### config.mk
export PLATFORM = sky130hd
export DESIGN_NAME = add_share_arb_flat
export DESIGN_NICKNAME = d
export VERILOG_FILES = /design/src/rtl/add_share_arb_if.sv /design/src/rtl/add_share_arb.sv /design/src/flat_wrapper.sv
export SDC_FILE = /design/constraint.sdc
export NUM_CORES = 1
export LEC_CHECK = 0
export ABC_AREA = 0
export CAP_MARGIN = 5
export CORE_MARGIN = 2
export CORE_UTILIZATION = 44
export CTS_BUF_LIST = sky130_fd_sc_hd__clkbuf_8
export DETAILED_ROUTE_END_ITERATION = 8
export GPL_TIMING_DRIVEN = 0
export PLACE_DENSITY = 0.82
export SYNTH_ARGS = -nofsm -noshare
export SYNTH_HDL_FRONTEND = slang
export SYNTH_SLANG_ARGS = --single-unit
### constraint.sdc
create_clock -name clk -period 4.75 [get_ports clk]
set_input_delay 0.475 -clock clk [delete_from_list [all_inputs] [get_ports clk]]
set_output_delay 0.475 -clock clk [all_outputs]
set_load 0.01 [all_outputs]
### src/rtl/add_share_arb_if.sv
// Bundle of request, shared-adder and response signals for add_share_arb.
// The slave modport is the arbiter side; master is the requester/adder/consumer side.
interface add_share_arb_if #(
  parameter int unsigned W = 16,
  parameter int unsigned N = 4
);
  localparam int unsigned IDW = (N > 1) ? $clog2(N) : 1;

  logic [N-1:0]   req_valid;
  logic [N*W-1:0] req_a;
  logic [N*W-1:0] req_b;
  logic [N-1:0]   req_ready;
  logic           add_start;
  logic [W-1:0]   add_a;
  logic [W-1:0]   add_b;
  logic [W-1:0]   add_y;
  logic           rsp_valid;
  logic           rsp_ready;
  logic [IDW-1:0] rsp_id;
  logic [W-1:0]   rsp_y;
  logic           busy;

  modport slave (
    input  req_valid, req_a, req_b, add_y, rsp_ready,
    output req_ready, add_start, add_a, add_b, rsp_valid, rsp_id, rsp_y, busy
  );

  modport master (
    output req_valid, req_a, req_b, add_y, rsp_ready,
    input  req_ready, add_start, add_a, add_b, rsp_valid, rsp_id, rsp_y, busy
  );
endinterface

### src/rtl/add_share_arb.sv
// Round-robin arbiter sharing one fixed-latency adder among N requesters,
// with a credit-limited in-order response FIFO.
module add_share_arb #(
  parameter int unsigned W     = 16,
  parameter int unsigned N     = 4,
  parameter int unsigned LAT   = 2,
  parameter int unsigned DEPTH = 4
) (
  input  logic            clk,
  input  logic            rst,
  add_share_arb_if.slave  bus
);
  localparam int unsigned IDW = (N > 1) ? $clog2(N) : 1;
  localparam int unsigned PW  = (DEPTH > 1) ? $clog2(DEPTH) : 1;
  localparam int unsigned CW  = $clog2(DEPTH + 1);
  localparam int unsigned FW  = $clog2(LAT + DEPTH + 1);

  logic [IDW-1:0] rr_ptr;
  logic [LAT-1:0] tag_v;
  logic [IDW-1:0] tag_id [LAT];

  logic [W-1:0]   mem_y  [DEPTH];
  logic [IDW-1:0] mem_id [DEPTH];
  logic [PW-1:0]  wr_ptr;
  logic [PW-1:0]  rd_ptr;
  logic [CW-1:0]  count;

  logic [FW-1:0]  used;
  logic           credit;
  logic           grant;
  logic [IDW-1:0] gnt_id;
  logic [N-1:0]   ready;
  logic           push;
  logic           pop;
  logic           rsp_valid;

  function automatic logic [PW-1:0] ptr_inc(input logic [PW-1:0] p);
    return (p == PW'(DEPTH - 1)) ? '0 : p + 1'b1;
  endfunction

  // Credits count registered state only, so a pop frees a slot one cycle later.
  always_comb begin
    used = '0;
    for (int unsigned s = 0; s < LAT; s++) used = used + FW'(tag_v[s]);
    used   = used + FW'(count);
    credit = (used < FW'(DEPTH));
  end

  always_comb begin
    logic [IDW:0]   sum_i;
    logic [IDW-1:0] idx;
    grant  = 1'b0;
    gnt_id = '0;
    ready  = '0;
    sum_i  = '0;
    idx    = '0;
    for (int unsigned k = 0; k < N; k++) begin
      sum_i = {1'b0, rr_ptr} + (IDW+1)'(k);
      if (sum_i >= (IDW+1)'(N)) sum_i = sum_i - (IDW+1)'(N);
      idx = sum_i[IDW-1:0];
      if (!grant && credit && !rst && bus.req_valid[idx]) begin
        grant  = 1'b1;
        gnt_id = idx;
      end
    end
    if (grant) ready[gnt_id] = 1'b1;
  end

  assign bus.req_ready = ready;
  assign bus.add_start = grant;
  assign bus.add_a     = grant ? bus.req_a[gnt_id*W +: W] : '0;
  assign bus.add_b     = grant ? bus.req_b[gnt_id*W +: W] : '0;

  assign push      = tag_v[LAT-1];
  assign rsp_valid = (count != '0);
  assign pop       = rsp_valid & bus.rsp_ready;

  always_ff @(posedge clk) begin
    if (rst) begin
      tag_v  <= '0;
      rr_ptr <= '0;
    end else begin
      tag_v[0] <= grant;
      for (int unsigned s = 1; s < LAT; s++) tag_v[s] <= tag_v[s-1];
      if (grant) rr_ptr <= (gnt_id == IDW'(N - 1)) ? '0 : gnt_id + 1'b1;
    end
  end

  always_ff @(posedge clk) begin
    tag_id[0] <= gnt_id;
    for (int unsigned s = 1; s < LAT; s++) tag_id[s] <= tag_id[s-1];
  end

  always_ff @(posedge clk) begin
    if (push) begin
      mem_y[wr_ptr]  <= bus.add_y;
      mem_id[wr_ptr] <= tag_id[LAT-1];
    end
  end

  always_ff @(posedge clk) begin
    if (rst) begin
      wr_ptr <= '0;
      rd_ptr <= '0;
      count  <= '0;
    end else begin
      if (push) wr_ptr <= ptr_inc(wr_ptr);
      if (pop)  rd_ptr <= ptr_inc(rd_ptr);
      case ({push, pop})
        2'b10:   count <= count + 1'b1;
        2'b01:   count <= count - 1'b1;
        default: count <= count;
      endcase
    end
  end

  // Head fields are forced to zero while empty so stale entries never show.
  assign bus.rsp_valid = rsp_valid;
  assign bus.rsp_id    = rsp_valid ? mem_id[rd_ptr] : '0;
  assign bus.rsp_y     = rsp_valid ? mem_y[rd_ptr]  : '0;
  assign bus.busy      = (|tag_v) | rsp_valid;
endmodule

### src/flat_wrapper.sv
// flat-port wrapper written by rule: the top's interface ports become plain ports
module add_share_arb_flat 
#(
  parameter int unsigned W     = 16,
  parameter int unsigned N     = 4,
  parameter int unsigned LAT   = 2,
  parameter int unsigned DEPTH = 4
)
  (clk, rst, bus_req_valid, bus_req_a, bus_req_b, bus_add_y, bus_rsp_ready, bus_req_ready, bus_add_start, bus_add_a, bus_add_b, bus_rsp_valid, bus_rsp_id, bus_rsp_y, bus_busy);
  add_share_arb_if #(.W(W), .N(N)) bus_i ();
  input  logic clk;
  input  logic rst;
  input wire logic [$bits(bus_i.req_valid)-1:0] bus_req_valid;
  input wire logic [$bits(bus_i.req_a)-1:0] bus_req_a;
  input wire logic [$bits(bus_i.req_b)-1:0] bus_req_b;
  input wire logic [$bits(bus_i.add_y)-1:0] bus_add_y;
  input wire logic [$bits(bus_i.rsp_ready)-1:0] bus_rsp_ready;
  output wire logic [$bits(bus_i.req_ready)-1:0] bus_req_ready;
  output wire logic [$bits(bus_i.add_start)-1:0] bus_add_start;
  output wire logic [$bits(bus_i.add_a)-1:0] bus_add_a;
  output wire logic [$bits(bus_i.add_b)-1:0] bus_add_b;
  output wire logic [$bits(bus_i.rsp_valid)-1:0] bus_rsp_valid;
  output wire logic [$bits(bus_i.rsp_id)-1:0] bus_rsp_id;
  output wire logic [$bits(bus_i.rsp_y)-1:0] bus_rsp_y;
  output wire logic [$bits(bus_i.busy)-1:0] bus_busy;
  assign bus_i.req_valid = bus_req_valid;
  assign bus_i.req_a = bus_req_a;
  assign bus_i.req_b = bus_req_b;
  assign bus_i.add_y = bus_add_y;
  assign bus_i.rsp_ready = bus_rsp_ready;
  assign bus_req_ready = bus_i.req_ready;
  assign bus_add_start = bus_i.add_start;
  assign bus_add_a = bus_i.add_a;
  assign bus_add_b = bus_i.add_b;
  assign bus_rsp_valid = bus_i.rsp_valid;
  assign bus_rsp_id = bus_i.rsp_id;
  assign bus_rsp_y = bus_i.rsp_y;
  assign bus_busy = bus_i.busy;
  add_share_arb #(.W(W), .N(N), .LAT(LAT), .DEPTH(DEPTH)) u_core (.clk(clk), .rst(rst), .bus(bus_i));
endmodule
==> key figures <==
Status
  – Status: completed

Power
  – Power Density: about 380 nW/um2
  – Leakage: 0.002741 uW
  – Worst-case vdd ir drop: between 150 and 200 uV

Timing
  – Final min period: ~4000 ps
  – Period utilisation layout: roughly 82%
  – RSZ-0062 raised after global routing: false
  – Final WS setup: ~860 ps
  – Final Max Tran Viols: 0
  – Setup Skew: 5.874 ps
  – Final setup TNS: 0 ps
  – FMAX: 256.8 MHz
  – Finish-stage setup viols: 0
  – Actual transition at the worst max-transition pin: approximately 950 ps
  – Slew HR: a little under two fifths
  – Final Hold Fails: 0

Place
  – Post-DP Area: around 7500 um2
  – Port bufs: between 200 and 250
  – Placed Cells incl. Taps: between 700 and 800
  – Detail Placement HPWL: 12580 um
  – Gpl congestion: about 0.86
  – Post-placement worst setup slack: 1124 ps

Floorplan
  – Die width: 113.4 um
  – CORE AREA: ~12000 um2
  – Die Y: between 100 and 150 um
  – Row Count: 39
  – IO Count: roughly 210
  – Die area: roughly 13000 um2
  – Starting density of the core: 45.55%

Setup path
  – Family with the most delay on the worst path: buffers and inverters
  – Arrival @ worst endpoint: approximately 3400 ps
  – R2R cell count: 10
  – Worst reg-to-reg setup slack: ~2200 ps
  – CP Capture Type: output port
  – RR Startpoint: u_core.tag_v[1]
  – Setup crit start kind: flop
  – Critical Path Stages: 10
  – Max stage delay cell, worst path: clkdlybuf4s50_1
  – Critical Setup Path Class: reg2out
  – Worst Path Buf+Inv: 3
  – Max FO, Critical Path: 10
  – RR Endpoint: u_core.rr_ptr[1]
  – CP Cell Sequence: ha_1, ha_1, a31oi_1, mux2i_1, a21o_1, buf_2, buf_2, o2111ai_1, o211ai_2, clkdlybuf4s50_1
  – Max incr delay on CP: roughly 570 ps
  – Worst EP required: ~4300 ps

Routing
  – Initial DRC count: around 360
  – Post-detailed-routing wire length: roughly 16000 um
  – Via count: 4534
  – DRT Pass-1 Iters: 6
  – # DRC: 0
  – Via density: around 5.8
  – Wire per inst: roughly 21 um
  – Post-route ant nets: 0

GRT
  – Met3 Use GR: 5.898%
  – Total GRT Usage: about a quarter
  – Initial antenna violation count: 0
  – Number of global-route vias before repair: around 4.8k
  – First-pass GRT wire length: approximately 25000 um
  – GRT met1 Usage: between 20% and 30%
  – Gr ovfl total: 0
  – Layer with the highest usage: met2
  – Global Route met2 Usage: ~46%
  – Largest net degree at the start of global routing: 19

Hold path
  – Worst hold path endpoint: u_core.tag_id[0][2]
  – Worst hold start: u_core.tag_id[0][0]
  – Worst hold path cell count: 0
  – Hold WC Path Type: reg2reg

Clock tree
  – CTS tree: built
  – Number of buffers created by CTS: 9
  – CTS resizes: 0
  – CTS max path bufs: 2
  – CTS H-tree depth: 3
  – Worst-path clk slew: approximately 80 ps
  – CTS sink count: just under 90
  – CTS Hold Bufs: 0
  – Worst-skew pair later-pin latency: 350 ps
  – Root Driver: clkbuf_8
  – Setup bufs post-CTS: 0

Logic synthesis
  – Post-Syn Area: around 5300 um2
  – Top cell type's share of synthesized area: 41.05%
  – Post-synth EDFFs: 72
  – Flops & latches, synth: 89
  – Synth Area per Inst: around 13 um2
  – Syn nets: approximately 580
  – Sequential-to-total area share from yosys stat: 47.51%
  – Netlist cell types: 39
  – Synth Warn #: 0
  – Primary FF master, synth: edfxtp_1
  – Area leader, netlist: edfxtp_1
  – Ys async rst share: 0%
  – Syn Inst Count: 414
  – Synth area leaders: edfxtp_1 (41%), mux4_2 (7.7%), o211ai_2 (6.9%)

Cells and area
  – Antenna cells: 0
  – Nets: approximately 790
  – Share of cells above drive strength 1: about 14%
  – Post-Route Utilization: between 60% and 70%
  – Post-Layout Cell Count: between 700 and 800
  – P&R area growth vs syn: 46.67%
  – Post-route cell area: around 7700 um2

Flow run
  – Max-cap viol count: 0
## final cells by class
type	instances	area (um2)
Fill cell	889	3839
Sequential cell	89	2502
Multi-Input combinational cell	269	2471
Timing Repair Buffer	207	2072
Buffer	44	249.0
Tap cell	143	178.9
Clock buffer	12	165.2
Inverter	12	45.04
Clock inverter	4	42.54
## cell usage in the layout, fill, tap and decap left out, types with 2 or more instances in the layout
cell / netlist / routed
a21o_1: 2 / 2
a21oi_1: 5 / 5
and2_1: 23 / 23
buf_1: 3 / 3
buf_2: 12 / 12
buf_6: 9 / 9
clkbuf_1: 19 / 19
clkbuf_8: 0 / 12
clkdlybuf4s50_1: 0 / 207
dfxtp_1: 17 / 17
edfxtp_1: 72 / 72
ha_1: 10 / 10
inv_1: 11 / 12
mux2i_1: 35 / 35
mux4_2: 18 / 18
nand2_1: 6 / 6
nand2b_1: 2 / 2
nand4_1: 32 / 32
nor2_1: 15 / 15
nor2b_1: 3 / 3
nor3_1: 7 / 7
nor3b_1: 32 / 32
o2111ai_1: 32 / 32
o211ai_1: 3 / 3
o211ai_2: 29 / 29
xor2_1: 2 / 2
## state kept, by name, summed over array words and instances, names as in the netlist, named ones only
name	count
u_core.count	3
u_core.mem_y	64
u_core.rr_ptr	2
u_core.wr_ptr	2
u_core.tag_id	4
u_core.mem_id	8
u_core.tag_v	2
u_core.rd_ptr	2
## Yosys cell counts, types with 2 or more instances
cell,count
edfxtp_1,72
mux2i_1,35
nand4_1,32
nor3b_1,32
o2111ai_1,32
o211ai_2,29
and2_1,23
clkbuf_1,19
mux4_2,18
dfxtp_1,17
nor2_1,15
buf_2,12
inv_1,11
ha_1,10
buf_6,9
nor3_1,7
nand2_1,6
a21oi_1,5
buf_1,3
nor2b_1,3
o211ai_1,3
a21o_1,2
nand2b_1,2
xor2_1,2
## metal layers
metal	vias up	wire [um]
met5	-	0
met4	0	604
met3	47	1298
met2	229	8449
met1	2169	6065
li1	2089	-
## per-stage QoR
| stage | hold WS [ps] | power, uW |
|---|---|---|
| 6_report | 331.9 | 2950 |
| 5_1_grt | 339.7 | 3102 |
| 2_1_floorplan | 309.6 | 1760 |
| 4_1_cts | 333.2 | 2972 |
| 3_3_place_gp | 312.2 | 2422 |
| 3_5_place_dp | 315.0 | 2450 |
## where the power goes
part           internal (uW)  total, uW  switching [uW]
logic                    745       1500             751
clock network            282        520             238
registers                903        935            31.3
total                   1930       2950            1020
## logic make-up (layout without fill, tap and decap cells)
logic type,Yosys count,count (layout),share of synthesized area (%)
buffers and inverters,56,279,5.582
xor gates and xnor gates,2,2,0.3326
DFF,89,89,47.51
AOI/OAI and AO/OA,77,77,14.68
adders and majority gates,11,11,2.755
muxes,54,54,14.56
and+or+nand+nor,125,125,14.58
## worst max-delay path by stage
stage	start	to	slack, ps
finish	u_core.tag_v[1]	bus_add_b[6]	860
global route	u_core.tag_v[1]	bus_add_b[6]	580
CTS	u_core.tag_v[1]	bus_add_b[6]	840
detailed placement	bus_req_valid[2]	bus_add_b[6]	1120
global placement	bus_req_valid[2]	bus_add_a[10]	1170
floorplan	u_core.tag_v[1]	bus_add_a[10]	2220
No activity file was read; power rests on OpenSTA's default activity.
